==> src/rtl/button_press_conditioner.sv <==
// button_press_conditioner
// Turns a raw, bouncing push-button into a clean debounced level (btn_level)
// and a one-cycle press pulse (btn_pulse) for a downstream counter enable.
// Structure: 2-flop synchronizer -> 4-state debounce FSM -> registered outputs.
// Optional auto-repeat is compiled in with the macro BUTTON_AUTO_REPEAT_EN;
// without it exactly one pulse is produced per accepted press.

module button_press_conditioner #(
  parameter int DEBOUNCE_CYCLES = 16,
  parameter int REPEAT_DELAY    = 64,
  parameter int REPEAT_PERIOD   = 16,
  parameter int CNT_W           = 8
) (
  input  logic clk,
  input  logic reset,
  input  logic btn_raw,
  output logic btn_level,
  output logic btn_pulse
);

  localparam logic [1:0] IDLE     = 2'd0;
  localparam logic [1:0] PRESS_DB = 2'd1;
  localparam logic [1:0] PRESSED  = 2'd2;
  localparam logic [1:0] REL_DB   = 2'd3;

  localparam logic [CNT_W-1:0] DB_LAST = CNT_W'(DEBOUNCE_CYCLES - 1);

  // All cycle counts must be at least one; reject bad configurations at elaboration.
  if (DEBOUNCE_CYCLES < 1 || REPEAT_DELAY < 1 || REPEAT_PERIOD < 1) begin : g_cfg_check
    $error("button_press_conditioner: DEBOUNCE_CYCLES, REPEAT_DELAY and REPEAT_PERIOD must be >= 1");
  end

  logic             s1;
  logic             s2;
  logic [1:0]       state;
  logic [CNT_W-1:0] dcnt;
  logic             rpt_fire;

  // Two-flop synchronizer; only s2 is ever looked at by the FSM.
  always_ff @(posedge clk) begin
    if (reset) begin
      s1 <= 1'b0;
      s2 <= 1'b0;
    end else begin
      s1 <= btn_raw;
      s2 <= s1;
    end
  end

`ifdef BUTTON_AUTO_REPEAT_EN
  localparam logic [CNT_W-1:0] DLY_LAST = CNT_W'(REPEAT_DELAY - 1);
  localparam logic [CNT_W-1:0] PER_LAST = CNT_W'(REPEAT_PERIOD - 1);

  logic [CNT_W-1:0] rcnt;
  logic             rep_phase;
  logic             enter_pressed;

  // The first repeat waits REPEAT_DELAY cycles; later ones wait REPEAT_PERIOD.
  assign rpt_fire      = (rcnt == (rep_phase ? PER_LAST : DLY_LAST));
  assign enter_pressed = ((state == PRESS_DB) && s2 && (dcnt == DB_LAST)) ||
                         ((state == REL_DB) && s2);

  // Repeat timer: restarts on every entry to PRESSED, runs only while PRESSED holds.
  always_ff @(posedge clk) begin
    if (reset) begin
      rcnt      <= '0;
      rep_phase <= 1'b0;
    end else if (enter_pressed) begin
      rcnt      <= '0;
      rep_phase <= 1'b0;
    end else if ((state == PRESSED) && s2) begin
      if (rpt_fire) begin
        rcnt      <= '0;
        rep_phase <= 1'b1;
      end else begin
        rcnt <= rcnt + 1'b1;
      end
    end
  end
`else
  assign rpt_fire = 1'b0;
`endif

  // Debounce FSM; btn_level and btn_pulse are registered alongside the state.
  always_ff @(posedge clk) begin
    if (reset) begin
      state     <= IDLE;
      dcnt      <= '0;
      btn_level <= 1'b0;
      btn_pulse <= 1'b0;
    end else begin
      btn_pulse <= 1'b0;
      case (state)
        IDLE: begin
          if (s2) begin
            state <= PRESS_DB;
            dcnt  <= '0;
          end
        end
        PRESS_DB: begin
          if (!s2) begin
            state <= IDLE;
            dcnt  <= '0;
          end else if (dcnt == DB_LAST) begin
            state     <= PRESSED;
            btn_level <= 1'b1;
            btn_pulse <= 1'b1;
          end else begin
            dcnt <= dcnt + 1'b1;
          end
        end
        PRESSED: begin
          if (!s2) begin
            state <= REL_DB;
            dcnt  <= '0;
          end else if (rpt_fire) begin
            btn_pulse <= 1'b1;
          end
        end
        REL_DB: begin
          if (s2) begin
            state <= PRESSED;
          end else if (dcnt == DB_LAST) begin
            state     <= IDLE;
            btn_level <= 1'b0;
          end else begin
            dcnt <= dcnt + 1'b1;
          end
        end
        default: begin
          state <= IDLE;
        end
      endcase
    end
  end

endmodule

==> config.mk <==
export PLATFORM = sky130hd
export DESIGN_NAME = button_press_conditioner
export DESIGN_NICKNAME = d
export VERILOG_FILES = /design/src/rtl/button_press_conditioner.sv
export SDC_FILE = /design/constraint.sdc
export NUM_CORES = 1
export LEC_CHECK = 0
export CAP_MARGIN = 25
export CORE_MARGIN = 1
export CORE_UTILIZATION = 50
export CTS_BUF_LIST = sky130_fd_sc_hd__clkbuf_8 sky130_fd_sc_hd__clkbuf_16
export DETAILED_ROUTE_END_ITERATION = 6
export PLACE_DENSITY = 0.74
export SLEW_MARGIN = 20
export SYNTH_ARGS = -nofsm -noshare
export SYNTH_HDL_FRONTEND = slang
export SYNTH_SLANG_ARGS = --single-unit
==> constraint.sdc <==
create_clock -name clk -period 5.2 [get_ports clk]
set_input_delay 1.3 -clock clk [delete_from_list [all_inputs] [get_ports clk]]
set_output_delay 1.3 -clock clk [all_outputs]
set_load 0.05 [all_outputs]
### Word-level counts from Yosys, hierarchy flattened

Cells that the tools add are included.
Widths: inputs -> output; s select.

| storage, ports and cells | value |
|---|---|
| word-level logic and storage cells | 46 |
| input bits | 3 |
| output and inout port bits | 2 |
| bits in registers | 14 |

| cells by class | value |
|---|---|
| reductions and logical operators | 6 |
| add/subtract/negate cells | 1 |
| bitwise gates (word level) | 2 |
| muxes and demuxes | 19 |
| equal/unequal tests | 12 |

Operators with widths:

| kind | count |
|---|---|
| $mux 8 | 5 |
| $pmux 8 s4 | 1 |
| $mux 2 | 6 |
| $ne 2x2->1 const B | 6 |
| $add 8x1->8 const B | 1 |
| $eq 8x4->1 const B | 1 |
| $pmux 2 s4 | 1 |
| $ne 3x3->1 const B | 2 |
| $mux 1 | 5 |
| $reduce_and 5->1 | 1 |
| $eq 2x2->1 const B | 2 |
| $reduce_and 4->1 | 1 |
| $reduce_and 3->1 | 1 |
| $reduce_or 3->1 | 1 |
| $eq 2x1->1 const B | 1 |
| $logic_not 2->1 | 1 |
| $not 1->1 | 2 |
| $pmux 1 s2 | 1 |
| $reduce_bool 2->1 | 1 |

### Depth between registers and ports, before layout

| logic depth | value |
|---|---|
| depth after elaboration | 4 |
| mapped depth | 6 |
| depth with buffers taken out | 5 |

### Worst setup path before layout

No wires, ideal clock.

| timing path | value |
|---|---|
| path type | input to register |
| start | input port reset |
| end | register dcnt[5] |
| setup time | 118 ps |
| path buffers | 1 |
| arrival time | 1,805 ps |
| required time | 5,082 ps |
| path slack | 3,277 ps |
| stages | 3 |
| cells stage by stage | clkbuf_1 nand2b_1 nor2_1 |

RTL lines:

| item | RTL line | RTL |
|---|---|---|
| start: declaration | 15 | `input logic reset,` |
| end signal: assignment | 109 | `dcnt <= dcnt + 1'b1;` |
| end signal: assignment | 127 | `dcnt <= dcnt + 1'b1;` |
| end: declaration | 36 | `logic [CNT_W-1:0] dcnt;` |

### Worst setup path in the final report

| timing path | value |
|---|---|
| start | register btn_level |
| end | output port btn_level |

RTL lines:

| item | RTL line | RTL |
|---|---|---|
| start: declaration | 17 | `output logic btn_level,` |
| start signal: assignment | 89 | `btn_level <= 1'b0;` |
| start signal: assignment | 106 | `btn_level <= 1'b1;` |
| start signal: assignment | 125 | `btn_level <= 1'b0;` |

No word-level cell between the ends.

==> implementation parameters <==
Parameter                              Value

Synth
  Number of nets produced by synthesis ... 83
  Portion of the post-synthesis area used by sequential elements ... 0.413
  Post-synth EDFFs ... 0
  Most numerous cell types in the synthesized netlist ... 14 x sky130_fd_sc_hd__dfxtp_1, 10 x sky130_fd_sc_hd__o21ai_0, 5 x sky130_fd_sc_hd__a21oi_1, 5 x sky130_fd_sc_hd__nand2_1, 4 x sky130_fd_sc_hd__nor2_1
  Number of instances in the synthesized netlist ... 79
  Register bit count reported by yosys ... 14
  Area share of the largest cell type after synthesis ... 0.413
  Total of warnings raised by yosys ... 0
  Ranking of synthesized cells by area ... sky130_fd_sc_hd__dfxtp_1 41%, sky130_fd_sc_hd__o21ai_0 7.4%, sky130_fd_sc_hd__nor4b_1 3.9%
  Per-instance average area after synthesis ... 8.58 um^2
  Most instantiated library cell after synthesis ... sky130_fd_sc_hd__dfxtp_1
  Combined area of all synthesized cells ... 678 um^2
  Library cells used by synthesis ... 32
  FFs w/ async S/R, synth ... 0
  Most instantiated flip-flop cell in the synthesis netlist ... sky130_fd_sc_hd__dfxtp_1
  Cell taking the most area after synthesis ... sky130_fd_sc_hd__dfxtp_1

Global route
  Wire length of the first global-routing pass ... approximately 2200 um
  Most crowded layer after global routing ... met2
  Global-route track usage on met1 ... 0.272
  GR Overflow Total ... 0
  All-Layer GR Usage ... 0.218
  Global-route track usage on met3 ... 0.0520
  Number of global-route vias before repair ... 509
  Pin count of the biggest net entering global routing ... 11
  Global routing usage on met2 ... 0.333
  Initial antenna violation count ... 0

Pwr
  P per Cell Area ... 281 nW/um^2
  Part of the power in combinational logic ... 0.064
  Post-route total power ... 212 uW
  Maximum ir drop on the vdd rail ... 168 uV
  Power share of the sequential group ... 0.528
  Power spent charging and discharging nets ... 45.5 uW
  Fraction of power spent switching nets ... 0.215
  Total internal power ... 167 uW
  Static Leakage ... 0.254 nW
  Clock network fraction of design power ... 0.408

Clock network
  Cts hold-fix bufs ... 0
  Clock latency on the worst-skew pair ... roughly 0.24 ns
  Max Buffers Root-to-Sink ... 2
  Clock sink count ... 14
  CTS root buffer ... sky130_fd_sc_hd__clkbuf_8
  TritonCTS Buffers ... 3
  Maximum level of the CTS H-tree ... 1
  TritonCTS clock tree ... done
  Post-CTS resize count ... 0
  Post-CTS setup buffer count ... 0
  Clock slew at reported path FFs ... approximately 0.05 ns

Drt
  Detailed Route WL ... 1210 um
  Router iterations before antenna repair ... 4
  Total number of vias ... 561
  Post-route antenna net violation count ... 0
  Avg WL per Cell ... about 13 um
  Residual DRC ... 0
  Count of routing violations after the opening detailed-route iteration ... 11
  Number of vias per cell ... 5.91

Critical path
  Classification of the worst setup path ... flop to primary output
  List of cells traversed by the critical path ... clkdlybuf4s50_1
  CP Capture Type ... primary output
  Crit path max-delay family ... buffers and inverters
  Worst reg2reg path depth ... 5
  Buffer and inverter count on the worst path ... 1
  Critical path arrival ... 1.38 ns
  Total stage count of the critical path ... 1
  CP max stage delay ... 0.80 ns
  CP max FO ... 3
  Worst path required time ... roughly 3.9 ns
  Type of element launching the critical path ... flop
  CP max-delay cell ... sky130_fd_sc_hd__clkdlybuf4s50_1

Hold path
  Class of the most critical hold timing path ... flop to flop
  Hold Path Depth ... 1

Final layout
  Filler-free cell count of the finished design ... 95
  Ant. Diodes ... 0
  Net count, final ... 87
  Utilization of the core after routing ... 0.637
  Layout cells sized above 1 ... 0.111
  Layout-stage area growth over the synthesis result ... 11.4%
  Final Cell Area ... 756 um^2

STA
  Final-layout setup total negative slack ... 0 ns
  Unrepaired setup endpoints after global routing ... no
  Worst hold slack across all endpoints ... 0.446 ns
  Final clock skew ... 0.00217 ns
  Ratio of final minimum period to clock period ... 0.515
  Hold violation total from the final report ... 0
  Final Slew Violations ... 0
  Slew @ Worst Pin ... 0.486 ns
  Maximum clock frequency ... 373 MHz
  Worst Setup Slack, final ... around 2.5 ns
  Final period demand of the worst path ... between 2 and 3 ns
  Final-report setup violation count ... 0
  Headroom to the max-slew limit ... 0.675

Run
  MaxCap Viol Count ... 0

Place
  Setup WS pre-CTS ... roughly 2.8 ns
  Placed Instances ... approximately 90
  # port buffers ... 4
  HPWL after detailed placement ... 853 um
  Last weighted congestion value of the routability-driven placer ... 0.764
  Placement-stage cell area ... 714 um^2

Floorplan
  DIE HEIGHT ... approximately 39 um
  Number of top-level design ports ... 5
  Starting Density ... 0.572
  Horizontal die dimension ... 38.8 um
  Standard-cell row count ... 12
  Area of the die ... 1510 um^2
  Core Footprint ... approximately 1200 um^2

Run status
  Run status ... finished clean
[metal layers]
| metal | vias to the layer above | share of wire |
|---|---|---|
| li1 | 290 | - |
| met1 | 254 | 0.48 |
| met2 | 12 | 0.45 |
| met3 | 5 | 0.038 |
| met4 | 0 | 0.024 |
| met5 | - | 0 |
[registers in the layout (all words and copies together) (netlist names), named ones only]
register   count
btn_level      1
state          1
dcnt           8
s1             1
s2             1
btn_pulse      1
[cell type report]
class	instances	area, um^2
Fill cell	110	430
Multi-Input combinational cell	59	373
Sequential cell	14	280
Clock buffer	3	41.3
Timing Repair Buffer	4	40.0
Tap cell	14	17.5
Inverter	1	3.75
[final timing paths]
| check | start | end | slack [ns] |
|---|---|---|---|
| worst min-delay path | s1$_SDFF_PP0_ | s2$_SDFF_PP0_ | 0.45 |
| worst max register to register | dcnt[0]$_SDFFE_PP0P_ | dcnt[7]$_SDFFE_PP0P_ | 3.44 |
| worst min register to register | s1$_SDFF_PP0_ | s2$_SDFF_PP0_ | 0.45 |
| worst max-delay path | btn_level$_SDFFE_PP0P_ | btn_level | 2.52 |
[cell usage in the layout (no fill, tap or decap)]
cell                              instances
sky130_fd_sc_hd__a21o_1                   1
sky130_fd_sc_hd__a21oi_1                  5
sky130_fd_sc_hd__a31oi_1                  2
sky130_fd_sc_hd__and2_1                   1
sky130_fd_sc_hd__and2b_2                  1
sky130_fd_sc_hd__and3_2                   1
sky130_fd_sc_hd__and3b_2                  1
sky130_fd_sc_hd__clkbuf_8                 3
sky130_fd_sc_hd__clkdlybuf4s50_1          4
sky130_fd_sc_hd__dfxtp_1                 14
sky130_fd_sc_hd__ha_1                     1
sky130_fd_sc_hd__inv_1                    1
sky130_fd_sc_hd__mux2i_1                  1
sky130_fd_sc_hd__nand2_1                  5
sky130_fd_sc_hd__nand2_2                  1
sky130_fd_sc_hd__nand2b_1                 1
sky130_fd_sc_hd__nand3_1                  3
sky130_fd_sc_hd__nand3_2                  1
sky130_fd_sc_hd__nand4_1                  1
sky130_fd_sc_hd__nor2_1                   4
sky130_fd_sc_hd__nor2b_1                  3
sky130_fd_sc_hd__nor3_1                   1
sky130_fd_sc_hd__nor3b_1                  2
sky130_fd_sc_hd__nor4_1                   1
sky130_fd_sc_hd__nor4b_1                  3
sky130_fd_sc_hd__o21ai_0                 10
sky130_fd_sc_hd__or3_1                    2
sky130_fd_sc_hd__or3b_2                   1
sky130_fd_sc_hd__or4_1                    1
sky130_fd_sc_hd__or4b_1                   1
sky130_fd_sc_hd__xnor2_1                  3
sky130_fd_sc_hd__xor2_1                   1
[power by group through the flow]
stage | sequential, mW | clock, mW | combinational (mW)
CTS | 0.112 | 0.0894 | 0.0136
floorplan | 0.116 | 0 | 0.00804
global route | 0.112 | 0.0912 | 0.0149
global placement | 0.114 | 0 | 0.0133
detailed placement | 0.114 | 0 | 0.0135
finish | 0.112 | 0.0865 | 0.0135
[cell families (layout without fill, tap and decap cells)]
logic type,count (synthesis),count (layout),synth area share
AND/OR/NAND/NOR,35,35,0.325
AO/OA/AOI/OAI,18,18,0.140
flip-flops,14,14,0.413
buffers and inverters,6,8,0.0369
XOR/XNOR,4,4,0.0517
adder cells (fa/ha/maj),1,1,0.0184
multiplexers,1,1,0.0148
Power figures use the tool's default switching activity.
